==> src/rtl/pc_pipe_gen.sv <==
// Fetch program counter with pipelined PC+INC copies, a pending-redirect buffer,
// vectored interrupt entry/return and a RUN/HALTED state machine.
module pc_pipe_gen #(
  parameter int unsigned        ADDR_W    = 16,
  parameter int unsigned        STAGES    = 3,
  parameter int unsigned        INC       = 1,
  parameter logic [ADDR_W-1:0]  RESET_VEC = '0,
  parameter logic [ADDR_W-1:0]  IRQ_VEC   = ADDR_W'(4)
) (
  input  logic                     clk,
  input  logic                     rst,
  input  logic                     i_rdy,
  input  logic [STAGES-1:0]        stall,
  input  logic                     flow_change,
  input  logic [ADDR_W-1:0]        dst,
  input  logic                     irq_req,
  input  logic                     iret,
  input  logic                     halt,
  input  logic                     resume,
  output logic [ADDR_W-1:0]        pc,
  output logic [STAGES*ADDR_W-1:0] pc_stage,
  output logic [ADDR_W-1:0]        epc,
  output logic                     irq_ack,
  output logic                     in_isr,
  output logic                     halted
);

  typedef enum logic {RUN, HALTED} state_t;

  state_t              state;
  logic [ADDR_W-1:0]   stg [STAGES];
  logic [ADDR_W-1:0]   pend_dst;
  logic                pend_valid;
  logic [ADDR_W-1:0]   pc_inc;
  logic                adv;
  logic                irq_ok;

  // A pending redirect must drain before an interrupt may be taken.
  always_comb begin
    pc_inc = pc + ADDR_W'(INC);
    adv    = i_rdy & ~stall[0] & (state == RUN);
    irq_ok = irq_req & ~in_isr & ~pend_valid;
  end

  always_ff @(posedge clk) begin
    if (rst) begin
      state      <= RUN;
      pc         <= RESET_VEC;
      epc        <= '0;
      irq_ack    <= 1'b0;
      in_isr     <= 1'b0;
      halted     <= 1'b0;
      pend_dst   <= '0;
      pend_valid <= 1'b0;
      for (int k = 0; k < int'(STAGES); k++) stg[k] <= '0;
    end else begin
      irq_ack <= 1'b0;
      if (iret) in_isr <= 1'b0;

      if (state == RUN) begin
        if (adv) begin
          if (flow_change || pend_valid) begin
            pc         <= flow_change ? dst : pend_dst;
            pend_valid <= 1'b0;
          end else if (irq_ok) begin
            epc     <= pc_inc;
            pc      <= IRQ_VEC;
            irq_ack <= 1'b1;
            in_isr  <= 1'b1;
          end else if (halt) begin
            pc     <= pc_inc;
            state  <= HALTED;
            halted <= 1'b1;
          end else begin
            pc <= pc_inc;
          end
        end else if (flow_change) begin
          pend_dst   <= dst;
          pend_valid <= 1'b1;
        end
      end else begin
        // Interrupt wake-up enters the handler regardless of stall/i_rdy.
        if (flow_change) begin
          pend_dst   <= dst;
          pend_valid <= 1'b1;
        end
        if (irq_ok) begin
          epc     <= pc_inc;
          pc      <= IRQ_VEC;
          irq_ack <= 1'b1;
          in_isr  <= 1'b1;
          state   <= RUN;
          halted  <= 1'b0;
        end else if (resume) begin
          state  <= RUN;
          halted <= 1'b0;
        end
      end

      if (adv) stg[0] <= pc_inc;
      for (int k = 1; k < int'(STAGES); k++) begin
        if (!stall[k]) stg[k] <= stg[k-1];
      end
    end
  end

  for (genvar g = 0; g < int'(STAGES); g++) begin : g_pack
    assign pc_stage[g*ADDR_W +: ADDR_W] = stg[g];
  end

endmodule
==> config.mk <==
export PLATFORM = sky130hd
export DESIGN_NAME = pc_pipe_gen
export DESIGN_NICKNAME = d
export VERILOG_FILES = /design/src/rtl/pc_pipe_gen.sv
export SDC_FILE = /design/constraint.sdc
export NUM_CORES = 1
export LEC_CHECK = 0
export ABC_CLOCK_PERIOD_IN_PS = 2400
export CAP_MARGIN = 20
export CORE_ASPECT_RATIO = 0.8
export CORE_MARGIN = 2
export CORE_UTILIZATION = 55
export DETAILED_ROUTE_END_ITERATION = 10
export DONT_BUFFER_PORTS = 1
export GPL_ROUTABILITY_DRIVEN = 0
export GPL_TIMING_DRIVEN = 1
export PLACE_DENSITY = 0.7
export SKIP_LAST_GASP = 1
export SYNTH_ARGS = -nofsm -noshare
export SYNTH_HDL_FRONTEND = slang
export SYNTH_SLANG_ARGS = --single-unit
==> constraint.sdc <==
create_clock -name clk -period 2.4 [get_ports clk]
set_input_delay 0.24 -clock clk [delete_from_list [all_inputs] [get_ports clk]]
set_output_delay 0.24 -clock clk [all_outputs]
set_load 0.02 [all_outputs]
# --- Yosys cells after proc, flatten, opt, wreduce, memory -nomap -nowiden ---
# Memory sizes are Yosys's and may differ from the RTL's.
# Index checks and enable logic that the tools add are counted.
classes:
  eq_ne: 6
  bitwise_logic: 11
  add_sub_neg: 1
  muxes: 53
  reduce_logical: 6
op_table:
  columns: ["op", "count"]
  rows:
  - ["16-bit two-way mux", 15]
  - ["1-bit two-way mux", 38]
  - ["16-bit by 1-bit adder with 16-bit output (second input constant)", 1]
  - ["2-bit inequality test (second input constant)", 3]
  - ["3-bit by 2-bit inequality test with 1-bit output (second input constant)", 2]
  - ["5-bit AND reduction", 1]
  - ["1-bit AND", 4]
  - ["1-bit NOT", 4]
  - ["2-bit AND reduction", 2]
  - ["2-bit nonzero test", 2]
  - ["1-bit bitwise OR", 3]
  - ["2-bit by 1-bit inequality test with 1-bit output (second input constant)", 1]
  - ["1-bit logical OR", 1]
totals:
  elab_cells: 86
  ram_bits: 48
  memories: 1
  ff_bits: 53
  in_bits: 27
  out_inout_bits: 83
mem_list:
  columns: ["memory", "depth", "word_bits", "read_ports", "rd_clocked_by_memory_dff", "wr", "line_no", "text"]
  rows:
  - ["stg", 3, 16, 3, 0, 3, "31", "logic [ADDR_W-1:0] stg [STAGES];"]

# --- Longest topological paths before layout ---
# Gate-level depths: netlist of run 1.
depth:
  ltp_word: 7
  depth_mapped: 7
  depth_no_buf: 6

# --- Worst setup path before layout of run 1 ---
# No wires, ideal clock.
synth_path:
  path_type: "register to register"
  from: "register pc[0]"
  to: "register pc[12]"
  synth_period_minus_slack_ps: 1854
  required_time_ps: 2267
  n_path_buf: 0
  setup_slack_ps: 546
  arrival_time_ps: 1721
  stages_incl_launch_ff: 7
  setup_ps: 133
  path_cell_list: "dfxtp_1 ha_1 nand3_4 nor4_4 xor2_1 a221oi_1 a211oi_2"
synth_between:
  elab_chain_cells: 5
synth_rtl:
  columns: ["item", "line_no", "text"]
  rows:
  - ["start, declared", "20", "output logic [ADDR_W-1:0] pc,"]
  - ["start signal, assigned", "63", "pc <= flow_change ? dst : pend_dst;"]
  - ["start signal, assigned", "71", "pc <= pc_inc;"]
  - ["start signal, assigned", "75", "pc <= pc_inc;"]
  - ["16-bit by 1-bit adder with 16-bit output", "40", "pc_inc = pc + ADDR_W'(INC);"]
  - ["16-bit two-way mux", "65", "end else if (irq_ok) begin"]
  - ["16-bit two-way mux", "62", "if (flow_change || pend_valid) begin"]
  - ["16-bit two-way mux", "61", "if (adv) begin"]
  - ["16-bit two-way mux", "60", "if (state == RUN) begin"]
# Every way passes these cells. The select of a mux whose other input is x is not followed.
# A chain may end at the register's enable or synchronous reset.

# --- Worst setup path after layout of run 1 ---
layout_path:
  from: "register pc[5]"
  to: "register pc[13]"
# Same word-level chain as after synthesis.

==> results of run 1 <==
-- power breakdown --
part           total, W  switching, W  internal, W
registers       0.00206      0.000154      0.00190
logic          0.000272      0.000164     0.000108
clock network   0.00121      0.000608     0.000603
-- final cells by class --
cell class                 instances  area (sq um)
multi-input combinational        303          1810
clock inverter                     7           106
tap                              108           135
sequential                       101          2500
fill                             663          2960
clock buffer                       9           124
inverter                           4          15.0
timing repair buffer              27           260
-- state kept, by name, summed over array words and instances, names as in the netlist --
signal      cells
stg            48
epc            16
pc             16
pend_dst       16
halted          1
in_isr          1
irq_ack         1
pend_valid      1
state           1
-- per-stage QoR --
stage                     total power (W)  setup slack (ns)  cell area [sq um]  utilization (%)
after floorplan                   0.00228             0.546               4490                -
after global placement            0.00233             0.566               4570             57.8
after detailed placement          0.00234             0.510               4570             57.8
after CTS                         0.00357             0.488               4940             62.4
after global routing              0.00368             0.338               4950             62.6
final                             0.00354             0.476               4950             62.6
-- cells by family after synthesis --
group | synth area share [%]
buf+inv | 4.07
xor+xnor | 2.73
fa+ha+maj | 0.279
mux | 0.251
simple gates | 23.2
compound gates | 13.8
flops | 55.7
-- critical path, stage by stage (launching register included) --
cell and delay [ns]:
dfxtp_1 0.60, nand3_4 0.23, nor4_2 0.44, o21ai_0 0.17, a22oi_1 0.24, a221oi_1 0.12
-- cell usage in the layout (no fill, tap or decap), types with 3 or more instances in the layout --
cell           netlist  final
nand2_1             73     73
dfxtp_1             53     53
edfxtp_1            48     48
nor2_1              47     47
and2_1              38     38
a21oi_1             29     29
o21ai_0             13     13
dlygate4sd3_1        0     13
a211oi_1            12     12
buf_4                4     12
nor3_1              10     10
a221oi_1            10     10
xnor2_1              9      9
clkbuf_8             0      9
nand2b_1             5      5
nor2_2               5      5
xor2_1               5      5
a22oi_1              5      5
a211oi_2             5      5
nand3_1              4      4
inv_1                4      4
nor4_2               3      3
nor3b_1              3      3
o221ai_1             3      3
-- metal layers --
| metal | vias to the layer above | part of all wire [%] |
|---|---|---|
| met2 | 124 | 47 |
| met5 | - | 0 |
| met1 | 1526 | 40 |
| li1 | 1548 | - |
| met4 | 0 | 2.2 |
| met3 | 17 | 10 |
-- worst max-delay path by stage --
stage | start | endpoint | slack, ns | depth (start not counted)
after CTS | pc[5] | pc[13] | 0.49 | 5
after global placement | pc[3] | stg[0][15] | 0.57 | 4
after detailed placement | pc[5] | pc[13] | 0.51 | 5
after global routing | pc[3] | stg[0][15] | 0.34 | 4
final | pc[5] | pc[13] | 0.48 | 5
after floorplan | pc[0] | pc[12] | 0.55 | 6
==> metrics.md, run 1 <==
| Metric | Value |
|---|---|
| Count leader, synth | nand2_1 |
| FF+latch count, synth | 101 |
| Fmax | 520 MHz |
| Initial DRC Count | 153 |
| Most Crowded Layer GR | met2 |
| Worst hold margin | between 0.008 and 0.009 ns |
| Worst skew pair latency | about 0.36 ns |
| WP data required | between 2 and 3 ns |
| Final setup fails | 0 |
| Tmin final | 1.92 ns |
| DRT Pass-1 Iters | 4 |
| Critical path peak fanout | 9 |
| Max transition margin | 48.6% |
| Ys Warns | 0 |
| Critical R2R Capture | pc[13] |
| Fin crit share | between 80% and 90% |
| Post-route setup TNS | 0 ns |
| Share of cells above drive strength 1 | 12.2% |
| EDFF count, synth | 48 |
| Post-CTS resize count | 0 |
| Port Buffers | 0 |
| Die Span X | 105 um |
| DRC violations left | 0 |
| Synth Net Count | 467 |
| P per Cell Area | 716 nW/um^2 |
| Core Region | 7910 sq um |
| DIE HEIGHT | 84.8 um |
| Area grow syn2layout | 10.2% |
| Commonest cells post-synth | nand2_1 (73), dfxtp_1 (53), edfxtp_1 (48) |
| First-pass GRT wire length | 15800 um |
| Clock Sink Count | roughly 100 |
| Vias in the first global route | about 3000 |
| Ys async rst share | 0% |
| Final nets | 474 |
| Max-slew violation count | 0 |
| Placed Cells | roughly 530 |
| Reg2reg start | pc[5] |
| Ports | between 100 and 150 |
| Most common flop cell mapped by yosys | dfxtp_1 |
| Worst hold endpoint | pend_dst[0] |
| Overflow after GRT | 0 |
| Distinct cells, synth | 48 |
| DR vias/cell | between 5 and 6 |
| CP Launch Type | flip-flop |
| DR vias | 3215 |
| Mean Syn Cell Area | 10.2 sq um |
| Mapped Cells | 439 |
| H-tree levels | 3 |
| CTS tree | yes |
| Crit Path Category | flip-flop to flip-flop |
| Share of the synthesized area in the top cell type | 32.1% |
| Total GRT Usage | 22.9% |
| Synthesized cell area | approximately 4500 sq um |
| Final cell count without fillers | 559 |
| Drt wl/cell | 17.9 um |
| Largest area contributor in the netlist | edfxtp_1 |
| Final Hold Violating Endpoints | 0 |
| Max Cap Violations | 0 |
| RSZ-0062 raised after global routing | false |
| Worst min path class | primary input to flip-flop |
| Endpoint class of the critical path | flip-flop |
| Hpwl dp | about 7000 um |
| Top post-synthesis cells by area | edfxtp_1 (32%), dfxtp_1 (24%), nand2_1 (6.1%), and2_1 (5.3%), nor2_1 (3.9%) |
| Initial antenna violation count | 0 |
| Antenna diode count | 0 |
| Sequential area share after synthesis | 55.7% |
| Actual slew at the worst max-slew pin | 0.772 ns |
| Hold Crit Start | dst[0] |
| Largest net degree at the start of global routing | between 50 and 60 |
| Clock slew at reported path FFs | 0.10 ns |
| Post-CTS Setup Inserts | 0 |
| Initial core utilization | 56.8% |
| Maximum VDD drop | 0.000441 V |
| CTS Buf Count | 9 |
| Worst R2R Path Depth | 5 |
| GR met1 Demand/Resource | 27.8% |
| WHS Path Cells | 2 |
| Post-route ant nets | 0 |
| Status | complete, no violations |
| CTS Buffer Depth | 2 |
| Final WL | 10000 um |
| CP arrival | 2.16 ns |
| Row count | 29 |
| CTS Root Buffer Type | clkbuf_8 |
| P_leak | 1.75 nW |
| Number of hold buffers added after CTS | 13 |
| Worst Skew | 0.00948 ns |
| Die area | 8910 sq um |
| GR Util met3 | 10.4% |
| R2R setup slack | 0.48 ns |
| Met2 Track Usage GR | 36.8% |
Power figures use the tool's default switching activity.
==> inputs of run 2 (changes only) <==
Settings changed: ABC_CLOCK_PERIOD_IN_PS 2400 to 1900.
Clock period 2.4 ns to 1.9 ns, I/O delays scaled along.
==> metrics.md, run 2 (synthesis gave the netlist of run 1 again) <==
| Metric | Value |
|---|---|
| Clk network pwr share | between 30% and 40% |
| Filler cell count | around 670 |
| Critical path peak fanout | 6 |
| Crit-path slowest cell | a221oi_1 |
| Clock Sink Count | slightly above 100 |
| Post-CTS Setup Inserts | 0 |
| CTS Root Buffer Type | clkbuf_8 |
| Drt wl/cell | 18.0 um |
| P per Cell Area | ~840 nW/um^2 |
| Fmax | around 580 MHz |
| Antenna diode count | 0 |
| Comb pwr share | 9.1% |
| Worst hold margin | around 0.015 ns |
| Area grow syn2layout | 13.3% |
| Max transition margin | between 40% and 50% |
| Final Hold Violating Endpoints | 0 |
| DRT Pass-1 Iters | 5 |
| Critical path cell sequence | ha_1 -> nand3_4 -> nor4_4 -> xor2_1 -> a221oi_1 -> a211oi_2 |
| Worst skew pair latency | roughly 0.37 ns |
| H-tree levels | 3 |
| DR vias | approximately 3300 |
| Multi-input logic area | 1810 sq um |
| Worst Skew | 0.0129 ns |
| Switching power | 0.00118 W |
| CTS tree | yes |
| CP arrival | roughly 2 ns |
| Pre-CTS setup slack | between 0.1 and 0.15 ns |
| P_int | 0.00307 W |
| CTS Buffer Depth | 2 |
| Share of cells above drive strength 1 | ~15% |
| Total GRT Usage | 24.1% |
| Initial DRC Count | 211 |
| CP Launch Type | flip-flop |
| Die area | 8910 sq um |
| RSZ-0062 raised after global routing | false |
| Clock slew at reported path FFs | 0.10 ns |
| Final setup fails | 0 |
| Fin crit share | 90.9% |
| Post-route ant nets | 0 |
| Max-slew violation count | 0 |
| Actual slew at the worst max-slew pin | 0.775 ns |
| First-pass GRT wire length | 16700 um |
| DR vias/cell | roughly 5.7 |
| Vias in the first global route | 3230 |
| Register area | 2500 sq um |
| DRC violations left | 0 |
| Final WL | about 10000 um |
| Top reg by flops | stg |
| P_leak | 1.86 nW |
| Status | complete, no violations |
| Number of flip-flops in the largest register | 48 |
| DIE HEIGHT | between 80 and 90 um |
| Endpoint class of the critical path | flip-flop |
| Max Cap Violations | 0 |
| Sw frac | 27.8% |
| Initial antenna violation count | 0 |
| WP data required | 2.15 ns |
| Crit Path Category | flip-flop to flip-flop |
| Flop pwr share | 60.8% |
| Worst min path class | primary input to flip-flop |
| Ports | between 100 and 150 |
| Post-route setup TNS | 0 ns |
| Commonest non-fill, non-tap cell in the layout | nand2_1 |
| Initial core utilization | 56.8% |
| CTS Buf Count | 9 |
| Hpwl dp | 7370 um |
| Core Region | 7910 sq um |
| Port Buffers | 0 |
| Maximum VDD drop | approximately 0.00047 V |
| Final nets | 495 |
| Row count | 29 |
| CP max stage delay | 0.36 ns |
| Overflow after GRT | 0 |
| Die Span X | 105 um |
| Tmin final | 1.73 ns |
| Final worst slack | 0.173 ns |
| Commonest non-fill, non-tap cells in the layout | nand2_1 (73), dfxtp_1 (53), edfxtp_1 (48) |
| Largest net degree at the start of global routing | 53 |
==> run 2: cell types whose count changed in the layout (fill, tap and decap cells not counted), sizes merged <==
cell         delta
dlygate4sd3     +4
buf            +17
clkinvlp        -2
clkbuf          +1
bufinv          -2
clkinv          +3
==> run 2: worst max-delay path: cells and delay by family (launching register included) <==
family | cells | cell delay, ns
AND/OR/NAND/NOR | 2 | 0.45
adder cells (fa/ha/maj) | 1 | 0.23
flip-flops | 1 | 0.35
AO/OA/AOI/OAI | 2 | 0.43
XOR/XNOR | 1 | 0.15
==> run 2: path summary, 6_finish.rpt <==
kind | startpoint | end | slack (ns) | cells past startpoint
setup reg to reg | pc[0] | pc[12] | 0.17 | 6
setup / recovery | pc[0] | pc[12] | 0.17 | 6
hold / removal | iret | in_isr | 0.02 | 2
hold reg to reg | pend_dst[7] | pend_dst[7] | 0.46 | 2
==> run 2: cell type report <==
| type | instances | area share [%] |
|---|---|---|
| flip-flops and latches | 101 | 49.2 |
| inverters | 4 | 0.295 |
| multi-input cells | 303 | 35.7 |
| clock inverters | 6 | 1.13 |
| well taps | 108 | 2.66 |
| repair buffers | 48 | 8.56 |
| clock buffers | 10 | 2.51 |
==> run 2: timing repair <==
action / CTS / global route
gates resized for setup: 0 / 1
hold buffers: 18 / 0
endpoints found under the hold margin: 53 / 0
setup endpoints to repair: 0 / 2
==> run 2: power groups by stage <==
stage	sequential, W	clock (W)	combinational, W
finish	0.00258	0.00128	0.000388
global route	0.00260	0.00139	0.000428
CTS	0.00259	0.00131	0.000389
detailed placement	0.00264	0	0.000334
global placement	0.00263	0	0.000322
floorplan	0.00263	0	0.000255
==> run 2: through the flow <==
step	cell area [sq um]	instances	total power, W	util [%]
6_report	5090	580	0.00425	64.3
5_1_grt	5090	580	0.00442	64.3
4_1_cts	5080	580	0.00428	64.2
3_5_place_dp	4700	546	0.00297	59.4
3_3_place_gp	4700	546	0.00295	59.4
2_1_floorplan	4490	439	0.00288	-
==> run 2: metal layers <==
layer  global-route usage [%]  up-vias  routed length (um)
li1                         -     1592                   -
met4                     6.30        0                 171
met1                     29.9     1588                4270
met2                     40.1      134                5060
met5                        0        -                   0
met3                     9.14       15                 930
